[config.mk]
export PLATFORM = sky130hd
export DESIGN_NAME = load_updown_counter
export DESIGN_NICKNAME = d
export VERILOG_FILES = /design/src/rtl/counter_pkg.sv /design/src/rtl/load_updown_counter_next_value.sv /design/src/rtl/load_updown_counter.sv
export SDC_FILE = /design/constraint.sdc
export NUM_CORES = 1
export LEC_CHECK = 0
export ABC_AREA = 1
export BUFFER_PORTS_ARGS = -buffer_cell sky130_fd_sc_hd__buf_2
export CAP_MARGIN = 20
export CORE_AREA = 2 2 39 41
export DETAILED_ROUTE_END_ITERATION = 12
export DIE_AREA = 0 0 41 43
export HOLD_SLACK_MARGIN = 0.08
export RECOVER_POWER = 100
export SLEW_MARGIN = 20
export SYNTH_ARGS = -nofsm -noshare
export SYNTH_HDL_FRONTEND = slang
export SYNTH_SLANG_ARGS = --single-unit
[constraint.sdc]
create_clock -name clk -period 1.32 [get_ports clk]
set_input_delay 0.198 -clock clk [delete_from_list [all_inputs] [get_ports clk]]
set_output_delay 0.198 -clock clk [all_outputs]
set_load 0.005 [all_outputs]
[src/rtl/counter_pkg.sv]
// Shared types and defaults for the load/up-down counter.
package counter_pkg;

  localparam int unsigned COUNTER_DEFAULT_WIDTH = 4;

  typedef enum logic {
    CNT_DOWN = 1'b0,
    CNT_UP   = 1'b1
  } cnt_dir_e;

  typedef enum logic [1:0] {
    OP_HOLD  = 2'd0,
    OP_COUNT = 2'd1,
    OP_LOAD  = 2'd2
  } cnt_op_e;

endpackage

[src/rtl/load_updown_counter_next_value.sv]
// Next-count and wrap/saturate flag for the counter.
// COUNTER_SATURATE_EN: hold at the boundary instead of wrapping.
module counter_next_value
  import counter_pkg::*;
#(
  parameter int unsigned WIDTH = COUNTER_DEFAULT_WIDTH
) (
  input  logic [WIDTH-1:0] count,
  input  cnt_op_e          op,
  input  cnt_dir_e         dir,
  input  logic [WIDTH-1:0] data_in,
  output logic [WIDTH-1:0] next_count_c,
  output logic             wrap_c
);

  localparam logic [WIDTH-1:0] ALL_ONES = '1;
  localparam logic [WIDTH-1:0] ONE      = WIDTH'(1);

  logic at_boundary;

  always_comb begin
    next_count_c = count;
    wrap_c       = 1'b0;
    at_boundary  = 1'b0;
    case (op)
      OP_LOAD: next_count_c = data_in;
      OP_COUNT: begin
        at_boundary = (dir == CNT_UP) ? (count == ALL_ONES) : (count == '0);
        wrap_c      = at_boundary;
`ifdef COUNTER_SATURATE_EN
        if (!at_boundary) begin
          next_count_c = (dir == CNT_UP) ? count + ONE : count - ONE;
        end
`else
        next_count_c = (dir == CNT_UP) ? count + ONE : count - ONE;
`endif
      end
      default: ;
    endcase
  end

endmodule

[src/rtl/load_updown_counter.sv]
// Up/down counter with parallel load, enable and terminal-count flags.
// Optional build macro: COUNTER_SATURATE_EN (saturate instead of wrap).
module load_updown_counter
  import counter_pkg::*;
#(
  parameter int unsigned     WIDTH       = COUNTER_DEFAULT_WIDTH,
  parameter logic [WIDTH-1:0] RESET_VALUE = '0
) (
  input  logic             clk,
  input  logic             reset,
  input  logic [WIDTH-1:0] data_in,
  input  logic             load,
  input  logic             enable,
  input  logic             up_down,
  output logic [WIDTH-1:0] data_out,
  output logic             at_max,
  output logic             at_min,
  output logic             tc
);

  cnt_op_e          op;
  cnt_dir_e         dir;
  logic [WIDTH-1:0] count;
  logic [WIDTH-1:0] next_count_c;
  logic             wrap_c;

  // Unknown load/enable fall through to hold rather than acting as requests.
  always_comb begin
    op = OP_HOLD;
    if (load) begin
      op = OP_LOAD;
    end else if (enable) begin
      op = OP_COUNT;
    end
  end

  assign dir = cnt_dir_e'(up_down);

  counter_next_value #(
    .WIDTH(WIDTH)
  ) u_next (
    .count       (count),
    .op          (op),
    .dir         (dir),
    .data_in     (data_in),
    .next_count_c(next_count_c),
    .wrap_c      (wrap_c)
  );

  always_ff @(posedge clk or posedge reset) begin
    if (reset) begin
      count <= RESET_VALUE;
      tc    <= 1'b0;
    end else begin
      count <= next_count_c;
      tc    <= wrap_c;
    end
  end

  assign data_out = count;
  assign at_max   = (count == '1);
  assign at_min   = (count == '0);

endmodule

# ---- Yosys cells after proc, flatten, opt, wreduce, memory -nomap -nowiden
# Index checks and enable logic that the tools add are counted.
dict set report classes {
  muxes 6
  addsub 2
  n_eq_ne 3
  reduce_logical 2
}
# op n
set op_table {}
lappend op_table {{$pmux 4 s2} 1}
lappend op_table {{$add 4x1->4 const B} 1}
lappend op_table {{$eq 4x4->1 const B} 1}
lappend op_table {{$logic_not 4->1} 1}
lappend op_table {{$mux 4} 1}
lappend op_table {{$sub 4x1->4 const B} 1}
lappend op_table {{$mux 1} 3}
lappend op_table {{$eq 2x1->1 const B} 1}
lappend op_table {{$eq 2x2->1 const B} 1}
lappend op_table {{$mux 2} 1}
lappend op_table {{$reduce_bool 2->1} 1}
dict set report word_totals {
  wordCells 15
  reg_bits 5
  out_inout_bits 7
  inputBits 9
}

# ---- Depth between registers and ports, before layout
# Gate-level depths: netlist of run 1.
dict set report logic_depth {
  ltp_word 4
  mapped_depth 8
  mapped_depth_nobuf 8
}

# ---- Modules after synthesis
# From an unflattened synthesis of run 1, not the netlist that was laid out.
dict set report hier_totals {
  cells_unflattened 63
  area_unflattened_um2 436.7
}
# module area_each_um2 seq_area_each_um2 cells_per_inst instances
set modules_own_cells {}
lappend modules_own_cells {counter_next_value 262.8 0.0 45 1}
lappend modules_own_cells {load_updown_counter 173.9 125.1 18 1}

# ---- Least setup slack after synthesis of run 1
# Ideal clock, no wire load.
dict set report synth_path {
  kind {reg-to-reg}
  start {register count[2] (netlist: data_out[2])}
  end {register count[3] (netlist: data_out[3])}
  required_time_ns 1.199
  setup_time_ns 0.121
  path_buffers 0
  arrival_ns 1.123
  setup_slack_ns 0.076
  synth_period_minus_slack_ns 1.244
  path_stages_with_launch 7
  cell_sequence {dfrtp_1 ha_1 or2_1 nand2_1 nand2_1 nand3_1 nand2_1}
}
dict set report synth_via {
  elab_chain_cells 3
  elab_cells_between_ends 4
  cone_classes {add/sub (2); mux (2)}
}
# element line
set synth_lines {}
lappend synth_lines {{from (decl)} load_updown_counter.sv:23} ;# logic [WIDTH-1:0] count;
lappend synth_lines {{from (signal assigned)} load_updown_counter.sv:55} ;# count <= next_count_c;
lappend synth_lines {{$sub 4x1->4 / $add 4x1->4 (equally long branches)} load_updown_counter_next_value.sv:35} ;# next_count_c = (dir == CNT_UP) ? count + ONE : count - ONE;
lappend synth_lines {{$mux 4 *} load_updown_counter_next_value.sv:35}
lappend synth_lines {{$pmux 4 s2 *} load_updown_counter_next_value.sv:25} ;# case (op)
# Every way passes the cells marked *; elsewhere a longest branch is shown, timed or not.
# A chain may end at the register's enable or synchronous reset.

# ---- Final worst setup path of run 1
dict set report layout_path {
  start {register count[0] (netlist: data_out[0])}
  end {output at_max}
}
dict set report layout_via {
  elab_chain_cells 1
}
# element line
set layout_lines {}
lappend layout_lines {{$eq 4x4->1} load_updown_counter.sv:61} ;# assign at_max = (count == '1);
lappend layout_lines {{to (decl)} load_updown_counter.sv:16} ;# output logic at_max,
# Every way passes these cells.

==> impl_metrics.toml, run 1 <==
[detailed_routing]
drt-initial-drc-count = 9
dr.pass1.iters = 4
antenna_left = 0
totalWireLength_um = 992
vias = 411
wl_per_cell_um = 10.4
avgViaCountPerCell = 4.33
drcViolationCount = 0

[clock_tree]
cts_tree = "done"
h-tree-depth = 1
clockRootBuffer = "clkbuf_4"
path_clk_slew_ns = 0.05
cts_buffers = 3
clock_latency_ns = 0.25
cts.sink_count = 5
clockBufferDepth = 2

[sta]
slew_headroom = 0.828
fmax_ghz = 0.756
fin_skew_ns = 0.00501
period_share = 1.00
period_minus_slack_ns = 1.32
hold_viol = 0
finalMaxSlewViolations = 0
rsz0062_at_grt = "true"
finalWorstSetupSlack_ns = -0.00304
setup_violations = 1
worstMarginPinSlew_ns = 0.257

[pwr]
total_power_mw = 0.621
pwr_density_cell_nw_per_um2 = 1050
p_leak_nw = 0.334
ir_drop_mv = 0.446

[grt]
globalRouteTotalUtil = 0.124
grt_pass1_vias = 348
grt_max_degree = 7
grt_overflow_total = 0
grt_pass1_wl_mm = 1.40
antenna_found_initial = 0

[synth]
ys_ff_latch = 5
synth_cell_type_count = 13
seq_area_frac_synth = 0.348
syn_inst = 50
ys_warn_count = 0
synth.avg_cell_area_um2 = 7.18
syn-num-nets = 62
syn_area_um2 = 359

[floorplanning]
core_area_um2 = 1380
initial_core_util = 0.259
io_pins = 16
rows = 14
die-area_um2 = 1760
die_y_um = 43
fp.dieW_um = 41

[layout]
nFillCells = 137
drive_gt1_frac = 0.443
areaGrowthSynthToFinish_pct = 64.1
diodes = 0
nets = 92

[run_status]
violations = "setup timing"
run_status = "finished, violations left"

[worst_setup_path]
crit_arrival_ns = 1.13
worstPathRequired_ns = 1.12
cp_max_fo = 4
crit_path_end_kind = "output pin"
critical_path_class = "reg2out"
startpoint_type = "flip-flop"

[place]
post-dp-hpwl_um = 726
pre_cts_ws_ns = 0.0551
place_congestion = 0.813
port_buffers = 15

[run]
cap_viol_max_count = 0

[min_path]
hold_path.class = "in2reg"
## Yosys cell counts
cell      number  area (um2)
inv_1          9        33.8
ha_1           2        25.0
nor2_1         5        18.8
or2_1          1        6.26
dfrtp_1        5         125
nand3_1        4        20.0
fa_1           1        20.0
o21ai_0        1        5.00
a22oi_1        2        15.0
nand2_1       17        63.8
nor3_2         1        10.0
xnor2_1        1        8.76
o211ai_1       1        7.51
## state kept, by name, summed over array words and instances, names as in the netlist
| name | flops |
|---|---|
| data_out | 4 |
| tc | 1 |
## logic make-up (layout without fill, tap and decap cells)
| kind of cell | Yosys count | in the layout | synth area share |
|---|---|---|---|
| buf+inv | 9 | 38 | 0.0941 |
| fa+ha+maj | 3 | 3 | 0.125 |
| flops | 5 | 5 | 0.348 |
| simple gates | 28 | 28 | 0.331 |
| xor+xnor | 1 | 1 | 0.0244 |
| compound gates | 4 | 4 | 0.0766 |
## worst max-delay path, cell delays in order (launching register included)
cell and delay [ns]:
dfrtp_1 0.36, buf_6 0.13, nand2_2 0.05, nor3_2 0.18, buf_2 0.14
## placed cells by master, fill, tap and decap left out
master         count
nand2_1           16
buf_2             14
buf_4              8
inv_1              7
nor2_1             4
dfrtp_1            4
nand3_1            3
clkbuf_4           3
a22oi_1            2
ha_1               2
clkbuf_1           2
or2_1              1
o211ai_1           1
inv_4              1
nand2_2            1
nor3_2             1
nor2_4             1
nand3_2            1
inv_2              1
xnor2_2            1
o21ai_1            1
fa_2               1
dfrtp_2            1
dlygate4sd3_1      1
buf_6              1
## per-stage QoR
stage / utilization / instance area (um2) / hold WS (ns) / cells / TNS (ns)
floorplan: - / 359 / -0.0235 / 50 / 0
CTS: 0.389 / 538 / 0.170 / 92 / -0.00264
detailed placement: 0.344 / 477 / 0.110 / 84 / 0
global placement: 0.344 / 477 / 0.105 / 84 / 0
finish: 0.426 / 589 / 0.173 / 95 / -0.00304
global route: 0.426 / 589 / 0.181 / 95 / -0.0913
## area by class of cell
| type | count | area [um2] | area share |
|---|---|---|---|
| sequential | 5 | 126 | 0.214 |
| inverter | 9 | 36.3 | 0.0616 |
| tap | 16 | 20.0 | 0.0340 |
| timing repair buffer | 25 | 155 | 0.263 |
| multi-input combinational | 36 | 225 | 0.382 |
| clock buffer | 4 | 26.3 | 0.0446 |
## report_power, final
| group | internal, mW | leakage [nW] | total [mW] | switching [mW] |
|---|---|---|---|---|
| clock network | 0.115 | 0.0150 | 0.185 | 0.0705 |
| logic | 0.125 | 0.258 | 0.241 | 0.116 |
| registers | 0.173 | 0.0609 | 0.195 | 0.0220 |
| total | 0.413 | 0.334 | 0.621 | 0.208 |
## per-layer routing
metal | share of wire | track usage
met1 | 0.41 | 0.147
met5 | 0 | 0
met2 | 0.52 | 0.178
met4 | 0.0081 | 0.0600
met3 | 0.059 | 0.0628
## worst paths after layout
path                                         start                      end  slack [ns]  cells after the start
setup reg to reg           data_out[2]$_DFFE_PP0P_  data_out[3]$_DFFE_PP0P_        0.04                      6
setup / recovery           data_out[0]$_DFFE_PP0P_                   at_max      -0.003                      4
min in group asynchronous                    reset             tc$_DFF_PP0_        0.40                      3
hold reg to reg            data_out[1]$_DFFE_PP0P_  data_out[1]$_DFFE_PP0P_        0.58                      2
hold / removal                          data_in[1]  data_out[1]$_DFFE_PP0P_        0.17                      3
max in group asynchronous                    reset  data_out[3]$_DFFE_PP0P_        0.71                      3
## repair_timing
item	4_1_cts	5_1_grt
resized for setup	2	10
endpoints found under the hold margin	5	0
hold buffers	1	0
pin swaps	2	3
buffers inserted	3	3
endpoints found under the setup margin	2	3
cloned	0	0
No activity file was read; power rests on OpenSTA's default activity.
==> run 2, diff against run 1 <==
Settings changed: BUFFER_PORTS_ARGS -buffer_cell sky130_fd_sc_hd__buf_2 to -buffer_cell sky130_fd_sc_hd__buf_4.
==> impl_metrics.toml, run 2 (synthesis gave the netlist of run 1 again) <==
[grt]
grt_max_degree = 7
grt_pass1_vias = 373
globalRouteTotalUtil = 0.129
grt_pass1_wl_mm = 1.48
grt_overflow_total = 0
antenna_found_initial = 0

[worst_setup_path]
cp_max_fo = 4
crit_arrival_ns = 1.09
startpoint_type = "flip-flop"
crit_path_end_kind = "output pin"
reg2reg_slack_ns = 0.05
reg2reg_to = "data_out[2]$_DFFE_PP0P_"
cpPeakStageDelay_ns = 0.39
path_cells = "buf_6 > nor2_2 > nand3_1 > inv_1 > buf_4"
critPathSlowestCell = "dfrtp_1"
critical_path_class = "reg2out"
rr_worst_depth = 4
worstPathRequired_ns = 1.12
worstReg2RegStart = "data_out[0]$_DFFE_PP0P_"

[clock_tree]
clock_latency_ns = 0.25
h-tree-depth = 1
cts_buffers = 3
cts.sink_count = 5
clockBufferDepth = 2
path_clk_slew_ns = 0.05
cts_tree = "done"
clockRootBuffer = "clkbuf_4"

[floorplanning]
core_area_um2 = 1380
rows = 14
die_y_um = 43
io_pins = 16
die-area_um2 = 1760
fp.dieW_um = 41
initial_core_util = 0.259

[detailed_routing]
vias = 407
avgViaCountPerCell = 4.42
wl_per_cell_um = 10.1
antenna_left = 0
drcViolationCount = 0
drt-initial-drc-count = 10
totalWireLength_um = 930
dr.pass1.iters = 4

[place]
place_congestion = 0.773
dp_cells = 84
post-dp-hpwl_um = 755
pre_cts_ws_ns = 0.0163
port_buffers = 15

[layout]
final_cell_mix = "nand2_1, buf_4, inv_1"
largest_reg_flops = 4
layout_commonest_cell = "nand2_1"
nets = 89
drive_gt1_frac = 0.355
finalCoreUtilization = 0.423
areaGrowthSynthToFinish_pct = 63.1
diodes = 0
final-instance-count-excl-fill = 92

[sta]
rsz0062_at_grt = "true"
fmax_ghz = 0.776
whs_ns = 0.169
slew_headroom = 0.835
worstMarginPinSlew_ns = 0.247
finalMaxSlewViolations = 0
setup_violations = 0
period_minus_slack_ns = 1.29
fin_skew_ns = 0.00540
finalWorstSetupSlack_ns = 0.0310
fin_tns_setup_ns = 0
period_share = 0.977
hold_viol = 0

[min_path]
min_to = "data_out[1]$_DFFE_PP0P_"
hold_start = "data_in[1]"
hold_path.class = "in2reg"
holdPathStages = 3

[run]
cap_viol_max_count = 0

[run_status]
run_status = "complete, no violations"

[pwr]
pwr_density_cell_nw_per_um2 = 1030
p_leak_nw = 0.321
ir_drop_mv = 0.467
-- run 2: changes by cell type in the layout (fill, tap and decap cells not counted), moves of 2 or more --
cell	previous run	this run
buf_2	14	0
buf_4	8	14
clkbuf_1	2	4
clkbuf_4	3	5
-- run 2: cell type report --
| class | count | area, um2 |
|---|---|---|
| fillers | 144 | 798 |
| multi-input cells | 36 | 211 |
| repair buffers | 22 | 164 |
| flip-flops and latches | 5 | 128 |
| inverters | 9 | 36.3 |
| clock buffers | 4 | 26.3 |
| well taps | 16 | 20.0 |
-- run 2: worst max-delay path, delay by kind of cell, from the launching register on --
kind,cells,cell delay [ns]
DFF,1,0.39
buffers and inverters,3,0.30
and+or+nand+nor,2,0.15
-- run 2: through the flow --
stage,instance area [um2],total power [mW]
after floorplan,359,0.296
after global placement,514,0.388
after detailed placement,514,0.396
after CTS,563,0.594
after global routing,586,0.652
final,586,0.602
-- run 2: repair_timing --
| item | 4_1_cts | 5_1_grt |
|---|---|---|
| hold endpoints to repair | 5 | 0 |
| pin swaps | 1 | 1 |
| hold buffers | 1 | 0 |
| resized for setup | 3 | 6 |
| endpoints found under the setup margin | 2 | 4 |
| buffers inserted | 1 | 2 |
-- run 2: how the worst max path moves through the flow --
stage                                       start                       to  slack, ns  cells after the start
after CTS                 data_out[0]$_DFFE_PP0P_  data_out[2]$_DFFE_PP0P_     -0.002                      4
after global routing      data_out[2]$_DFFE_PP0P_  data_out[3]$_DFFE_PP0P_      -0.03                      6
after detailed placement                  up_down  data_out[3]$_DFFE_PP0P_       0.02                      8
final                     data_out[0]$_DFFE_PP0P_                   at_min       0.03                      5
after floorplan           data_out[2]$_DFFE_PP0P_  data_out[3]$_DFFE_PP0P_       0.08                      6
after global placement                    up_down  data_out[3]$_DFFE_PP0P_       0.06                      8
-- run 2: power breakdown --
part           switching (mW)  internal, mW  leakage (nW)  total, mW
Combinational           0.108         0.118         0.247      0.226
Clock                  0.0672         0.115        0.0150      0.182
Sequential             0.0208         0.174        0.0598      0.194
Total                   0.196         0.406         0.321      0.602
-- run 2: per-layer routing --
layer / GRT usage / wire length (um) / up-vias
met1: 0.146 / 389 / 183
met2: 0.194 / 468 / 16
li1: - / - / 206
met4: 0.0600 / 8 / 0
met3: 0.0628 / 64 / 2
met5: 0 / 0 / -
